==> config.mk <==
export PLATFORM = sky130hd
export DESIGN_NAME = alu_arbiter
export DESIGN_NICKNAME = d
export VERILOG_FILES = /design/src/rtl/alu_arbiter.sv
export SDC_FILE = /design/constraint.sdc
export NUM_CORES = 1
export LEC_CHECK = 0
export CAP_MARGIN = 20
export CELL_PAD_IN_SITES_DETAIL_PLACEMENT = 0
export CELL_PAD_IN_SITES_GLOBAL_PLACEMENT = 1
export CORE_AREA = 2 2 454 456
export DETAILED_ROUTE_END_ITERATION = 7
export DIE_AREA = 0 0 456 458
export GPL_ROUTABILITY_DRIVEN = 0
export PLACE_DENSITY = 0.45
export SLEW_MARGIN = 40
export SYNTH_ARGS = -nofsm -noshare
export SYNTH_HDL_FRONTEND = slang
export SYNTH_SLANG_ARGS = --single-unit
==> constraint.sdc <==
create_clock -name clk -period 10.9 [get_ports clk]
set_clock_uncertainty 0.2 [all_clocks]
set_input_delay 1.635 -clock clk [delete_from_list [all_inputs] [get_ports clk]]
set_output_delay 1.635 -clock clk [all_outputs]
set_load 0.02 [all_outputs]
==> src/rtl/alu_arbiter.sv <==
// Purpose : round-robin arbiter sharing one alu between NREQ requesters, with a done watchdog.
// Latency : request accept -> rsp_valid in 3 cycles minimum (accept edge, ISSUE, done in first WAIT cycle).
// Backpr. : one op in flight; req_ready stays 0 until the response is taken via rsp_ready[grant_id].
//
// Ports:
//   clk, rst                       rising-edge clock, synchronous active-high reset
//   req_valid/req_ready            per-requester op handshake; req_ready is a one-hot pulse in IDLE
//   req_app/req_sel/req_a/req_b    per-requester op fields, requester i packed at slice i
//   rsp_valid/rsp_ready            one-hot response handshake toward the granted requester
//   rsp_c, rsp_err                 shared result bus; rsp_err=1 means watchdog expiry and rsp_c=0
//   alu_en/alu_app/alu_sel/alu_a/alu_b, alu_c/alu_done   alu start pulse, latched op, result
//   busy, grant_id                 not-IDLE flag, current or last granted requester
module alu_arbiter #(
    parameter int NREQ    = 4,
    parameter int AW      = 80,
    parameter int CW      = 160,
    parameter int TIMEOUT = 1024
) (
    input  logic                 clk,
    input  logic                 rst,
    input  logic [NREQ-1:0]      req_valid,
    output logic [NREQ-1:0]      req_ready,
    input  logic [NREQ*3-1:0]    req_app,
    input  logic [NREQ-1:0]      req_sel,
    input  logic [NREQ*AW-1:0]   req_a,
    input  logic [NREQ*AW-1:0]   req_b,
    output logic [NREQ-1:0]      rsp_valid,
    input  logic [NREQ-1:0]      rsp_ready,
    output logic [CW-1:0]        rsp_c,
    output logic                 rsp_err,
    output logic                 alu_en,
    output logic [2:0]           alu_app,
    output logic                 alu_sel,
    output logic [AW-1:0]        alu_a,
    output logic [AW-1:0]        alu_b,
    input  logic [CW-1:0]        alu_c,
    input  logic                 alu_done,
    output logic                 busy,
    output logic [2:0]           grant_id
);

    // Sized to hold TIMEOUT-1 for any TIMEOUT >= 1.
    localparam int WDW = $clog2(TIMEOUT + 1);

    typedef enum logic [1:0] {IDLE, ISSUE, WAIT, RESP} state_t;

    typedef struct packed {
        logic [2:0]    app;
        logic          sel;
        logic [AW-1:0] a;
        logic [AW-1:0] b;
    } op_t;

    state_t          state, state_nxt;
    logic [2:0]      ptr;
    logic [WDW-1:0]  wd;
    op_t             op_q, op_sel;

    logic [NREQ-1:0] vld_rot;
    logic            gnt_vld;
    logic [2:0]      gnt_off;
    logic [3:0]      gnt_sum;
    logic [2:0]      gnt;
    logic            wd_expired;
    logic            rsp_acc;

    // Round-robin pick: rotate req_valid so the pointer lands on bit 0, take the
    // lowest set bit, then add the pointer back modulo NREQ.
    always_comb begin
        vld_rot = NREQ'({req_valid, req_valid} >> ptr);
        gnt_vld = 1'b0;
        gnt_off = '0;
        for (int k = NREQ - 1; k >= 0; k--) begin
            if (vld_rot[k]) begin
                gnt_vld = 1'b1;
                gnt_off = 3'(k);
            end
        end
        gnt_sum = {1'b0, ptr} + {1'b0, gnt_off};
        if (gnt_sum >= 4'(NREQ)) begin
            gnt_sum = gnt_sum - 4'(NREQ);
        end
        gnt = gnt_sum[2:0];
    end

    always_comb begin
        op_sel = '0;
        for (int i = 0; i < NREQ; i++) begin
            if (gnt == 3'(i)) begin
                op_sel.app = req_app[3*i +: 3];
                op_sel.sel = req_sel[i];
                op_sel.a   = req_a[AW*i +: AW];
                op_sel.b   = req_b[AW*i +: AW];
            end
        end
    end

    // Watchdog counts WAIT cycles from 0; expiry on its last value gives exactly
    // TIMEOUT WAIT cycles before an error response.
    assign wd_expired = (wd == WDW'(TIMEOUT - 1));
    assign rsp_acc    = |((NREQ'(1) << grant_id) & rsp_ready);

    always_ff @(posedge clk) begin
        if (rst) begin
            state <= IDLE;
        end else begin
            state <= state_nxt;
        end
    end

    always_comb begin
        state_nxt = state;
        req_ready = '0;
        rsp_valid = '0;
        alu_en    = 1'b0;
        busy      = (state != IDLE);
        case (state)
            IDLE: begin
                // Gated by rst so a request seen during reset is not consumed.
                if (gnt_vld && !rst) begin
                    req_ready = NREQ'(1) << gnt;
                end
                if (gnt_vld) begin
                    state_nxt = ISSUE;
                end
            end
            ISSUE: begin
                alu_en    = 1'b1;
                state_nxt = WAIT;
            end
            WAIT: begin
                if (alu_done || wd_expired) begin
                    state_nxt = RESP;
                end
            end
            RESP: begin
                rsp_valid = NREQ'(1) << grant_id;
                if (rsp_acc) begin
                    state_nxt = IDLE;
                end
            end
            default: state_nxt = IDLE;
        endcase
    end

    always_ff @(posedge clk) begin
        if (rst) begin
            ptr      <= '0;
            grant_id <= '0;
            op_q     <= '0;
            wd       <= '0;
            rsp_c    <= '0;
            rsp_err  <= 1'b0;
        end else begin
            case (state)
                IDLE: begin
                    if (gnt_vld) begin
                        op_q     <= op_sel;
                        grant_id <= gnt;
                        ptr      <= (gnt == 3'(NREQ - 1)) ? 3'd0 : gnt + 3'd1;
                    end
                end
                ISSUE: begin
                    wd <= '0;
                end
                WAIT: begin
                    // done has priority over a simultaneous watchdog expiry
                    if (alu_done) begin
                        rsp_c   <= alu_c;
                        rsp_err <= 1'b0;
                    end else if (wd_expired) begin
                        rsp_c   <= '0;
                        rsp_err <= 1'b1;
                    end else begin
                        wd <= wd + WDW'(1);
                    end
                end
                default: ;
            endcase
        end
    end

    assign alu_app = op_q.app;
    assign alu_sel = op_q.sel;
    assign alu_a   = op_q.a;
    assign alu_b   = op_q.b;

endmodule
==> key figures <==
Worst hold path
  • Hold crit path type: register to register
  • Hold Path Origin: alu_b[55]$_SDFFE_PP0P_
  • Worst hold stages: 2
  • Worst hold endpoint: alu_b[55]$_SDFFE_PP0P_

Worst setup path
  • Reg2reg end: alu_b[60]$_SDFFE_PP0P_
  • Reg2Reg Depth: 13
  • Worst setup path class: input port to output port
  • Crit path launch type: input port
  • Crit path DAT: 5400 ps
  • Worst setup EP type: output port
  • CP max FO: 36
  • RR Startpoint: ptr[0]$_SDFFE_PP0P_
  • Reg-to-reg slack, setup: 5520 ps
  • CP Data Required Time: 9070 ps

Synthesis
  • Post-synthesis area per instance: a little over 7 um^2
  • Post-synth EDFFs: 0
  • Mapped cell area: 18200 um^2
  • Top post-synthesis cells by area: dfxtp_1 (38%), a21oi_1 (14%), a22o_1 (7.9%)
  • Seq/Total Area, Yosys: 37.9%
  • Synth cell count leaders: a21oi_1 (506), dfxtp_1 (344), nand2_1 (343), clkbuf_1 (193), nor2_1 (182)
  • Leading area contributor after synthesis: dfxtp_1
  • Yosys reg bits: 344
  • Post-synthesis cell count: 2540
  • Most common flop cell mapped by yosys: dfxtp_1
  • Syn nets: between 3000 and 4000
  • Synth warnings: 0
  • Ys async rst share: 0%
  • Synth top area share: 37.9%
  • Post-synth cell types: 48
  • Library cell with the highest instance count after synthesis: a21oi_1

Floorplanning
  • Die Height: about 460 um
  • Die area: around 210000 um^2
  • Placement Rows: about 170
  • Initial core utilization: under 10%
  • Top-level I/O count: 1165
  • Core area: 204000 um^2
  • Chip width: 456 um

Timing
  • Hold violation total from the final report: 0
  • Fin crit period: 7240 ps
  • RSZ-0062 raised after global routing: false
  • Tcrit/Tclk final: 66.4%
  • Setup TNS: 0 ps
  • Max-slew violations: 0
  • Worst-margin pin slew: 858 ps
  • Max_slew headroom: 42.2%
  • Final setup viols: 0
  • Highest Clock Rate: 138 MHz

Clocking
  • Clock transition at the registers of the reported paths: 60 ps
  • Sink Count: 344
  • # H-tree levels: 2
  • Clock Root Buffer: clkbuf_16
  • Cts repair resizes: 0
  • Post-CTS Setup Bufs: 0
  • Cts hold-fix bufs: 0
  • CTS tree: done
  • Num CTS Buffers: roughly 50
  • Clk Latency, worst-skew pair: just under 700 ps
  • Clock Path Buffers: 3

Finish
  • Final instance area: 34400 um^2
  • Share of layout cells above drive strength 1: 3.84%
  • # fillers: roughly 23000
  • Register area: 6890 um^2
  • Layout area overhead: 89.0%
  • # nets final: roughly 4400
  • Multi-input gate area: 9570 um^2
  • Final Core Density: about 17%

Place
  • Post-DP HPWL: 111000 um
  • Number of I/O port buffers: 1164
  • Post-DP Area: 32500 um^2

GRT
  • Routing usage on met3: 3.15%
  • Global route overflow: 0
  • Maximum number of pins on one net before global-route repair: 161
  • First-pass GRT wire length: between 150000 and 200000 um
  • Met1 Resource Use GR: around 14%
  • Met2 Usage GRT: about a quarter
  • GR peak layer: met2
  • Vias in the first global route: ~22000
  • GRT Total Usage: roughly 13%
  • Initial antenna violation count: 29

Outcome
  • Status: complete, no violations

Pwr
  • Power per cell area: approximately 270 nW/um^2
  • Total Power: between 9 and 10 mW
  • Leakage: about 12 nW
  • Peak supply drop: 0.210 mV

Detailed routing
  • WL final: 142000 um
  • Via Count: between 20000 and 25000
  • TritonRoute pass-1 iters: 5
  • Per-cell routed wire length: 22.7 um
  • # DRC: 0
  • Antenna-violating nets left: 0
  • DR iter-0 viols: 1378
  • Vias per inst: 3.61

Job
  • Max Cap Viol: 0
## cells in the final DEF, fill, tap and decap left out, types with 4 or more instances in the layout
cell type,count
xor2_1,6
and2_1,4
buf_4,14
nand3_1,167
diode_2,8
nor2b_1,5
nand2_1,343
o21ai_0,164
a21oi_1,505
clkdlybuf4s50_1,1163
clkbuf_1,11
clkbuf_16,51
bufinv_16,6
inv_1,173
nor2_1,182
clkbuf_8,13
ha_4,4
dfxtp_1,344
a22oi_1,162
ha_1,7
buf_6,10
buf_12,5
a22o_1,164
clkinv_2,6
## through the flow
stage	worst slack, ps	hold WS, ps	std cells
3_3_place_gp	3600	238	6161
3_5_place_dp	3610	243	6163
5_1_grt	3470	268	6264
6_report	3660	250	6266
4_1_cts	3600	251	6256
2_1_floorplan	4800	277	2540
## cell families after synthesis
family | count (synthesis) | share of synthesized area (%)
DFF | 344 | 37.9
AOI/OAI and AO/OA | 1021 | 34.2
buffers and inverters | 432 | 10.0
muxes | 3 | 0.165
adders and majority gates | 12 | 0.867
xor gates and xnor gates | 6 | 0.289
and+or+nand+nor | 722 | 16.5
## layer usage
layer	vias to the layer above	part of all wire, %
met1	10800	38
li1	10800	-
met3	124	5.8
met5	-	0.088
met4	20	2.1
met2	774	54
## state kept, by name, summed over array words and instances, names as in the netlist
signal	cells
rsp_c	160
alu_sel	1
alu_b	80
wd	11
ptr	3
state	2
rsp_err	1
alu_app	3
grant_id	3
alu_a	80
## cell type report
| type | instances | area share (%) |
|---|---|---|
| antenna | 8 | 0.0583 |
| clock buffer | 75 | 4.36 |
| clock inverter | 18 | 0.918 |
| inverter | 173 | 1.89 |
| multi-input combinational | 1764 | 27.9 |
| sequential | 344 | 20.0 |
| tap | 2688 | 9.79 |
| timing repair buffer | 1196 | 35.1 |
## power breakdown
part	leakage (nW)	internal [mW]	switching (mW)
sequential	2.80	1.49	0.151
clock	0.884	1.10	0.743
combinational	8.59	2.25	3.71
## how the worst max path moves through the flow
stage,from,end,depth (start not counted)
5_1_grt,req_valid[2],req_ready[2],11
2_1_floorplan,req_valid[2],req_ready[1],10
6_report,req_valid[2],req_ready[2],11
4_1_cts,req_valid[2],req_ready[2],11
3_5_place_dp,req_valid[2],req_ready[2],8
3_3_place_gp,req_valid[2],req_ready[2],11
## critical path: stages
cell,delay [ps]
clkdlybuf4s50_1,460
nor2b_1,160
a211oi_2,530
nand4b_1,160
o31ai_1,140
ha_1,320
a21o_1,190
nand3_4,390
and3_1,370
and2_1,310
clkdlybuf4s50_1,720
Power figures use the tool's default switching activity.
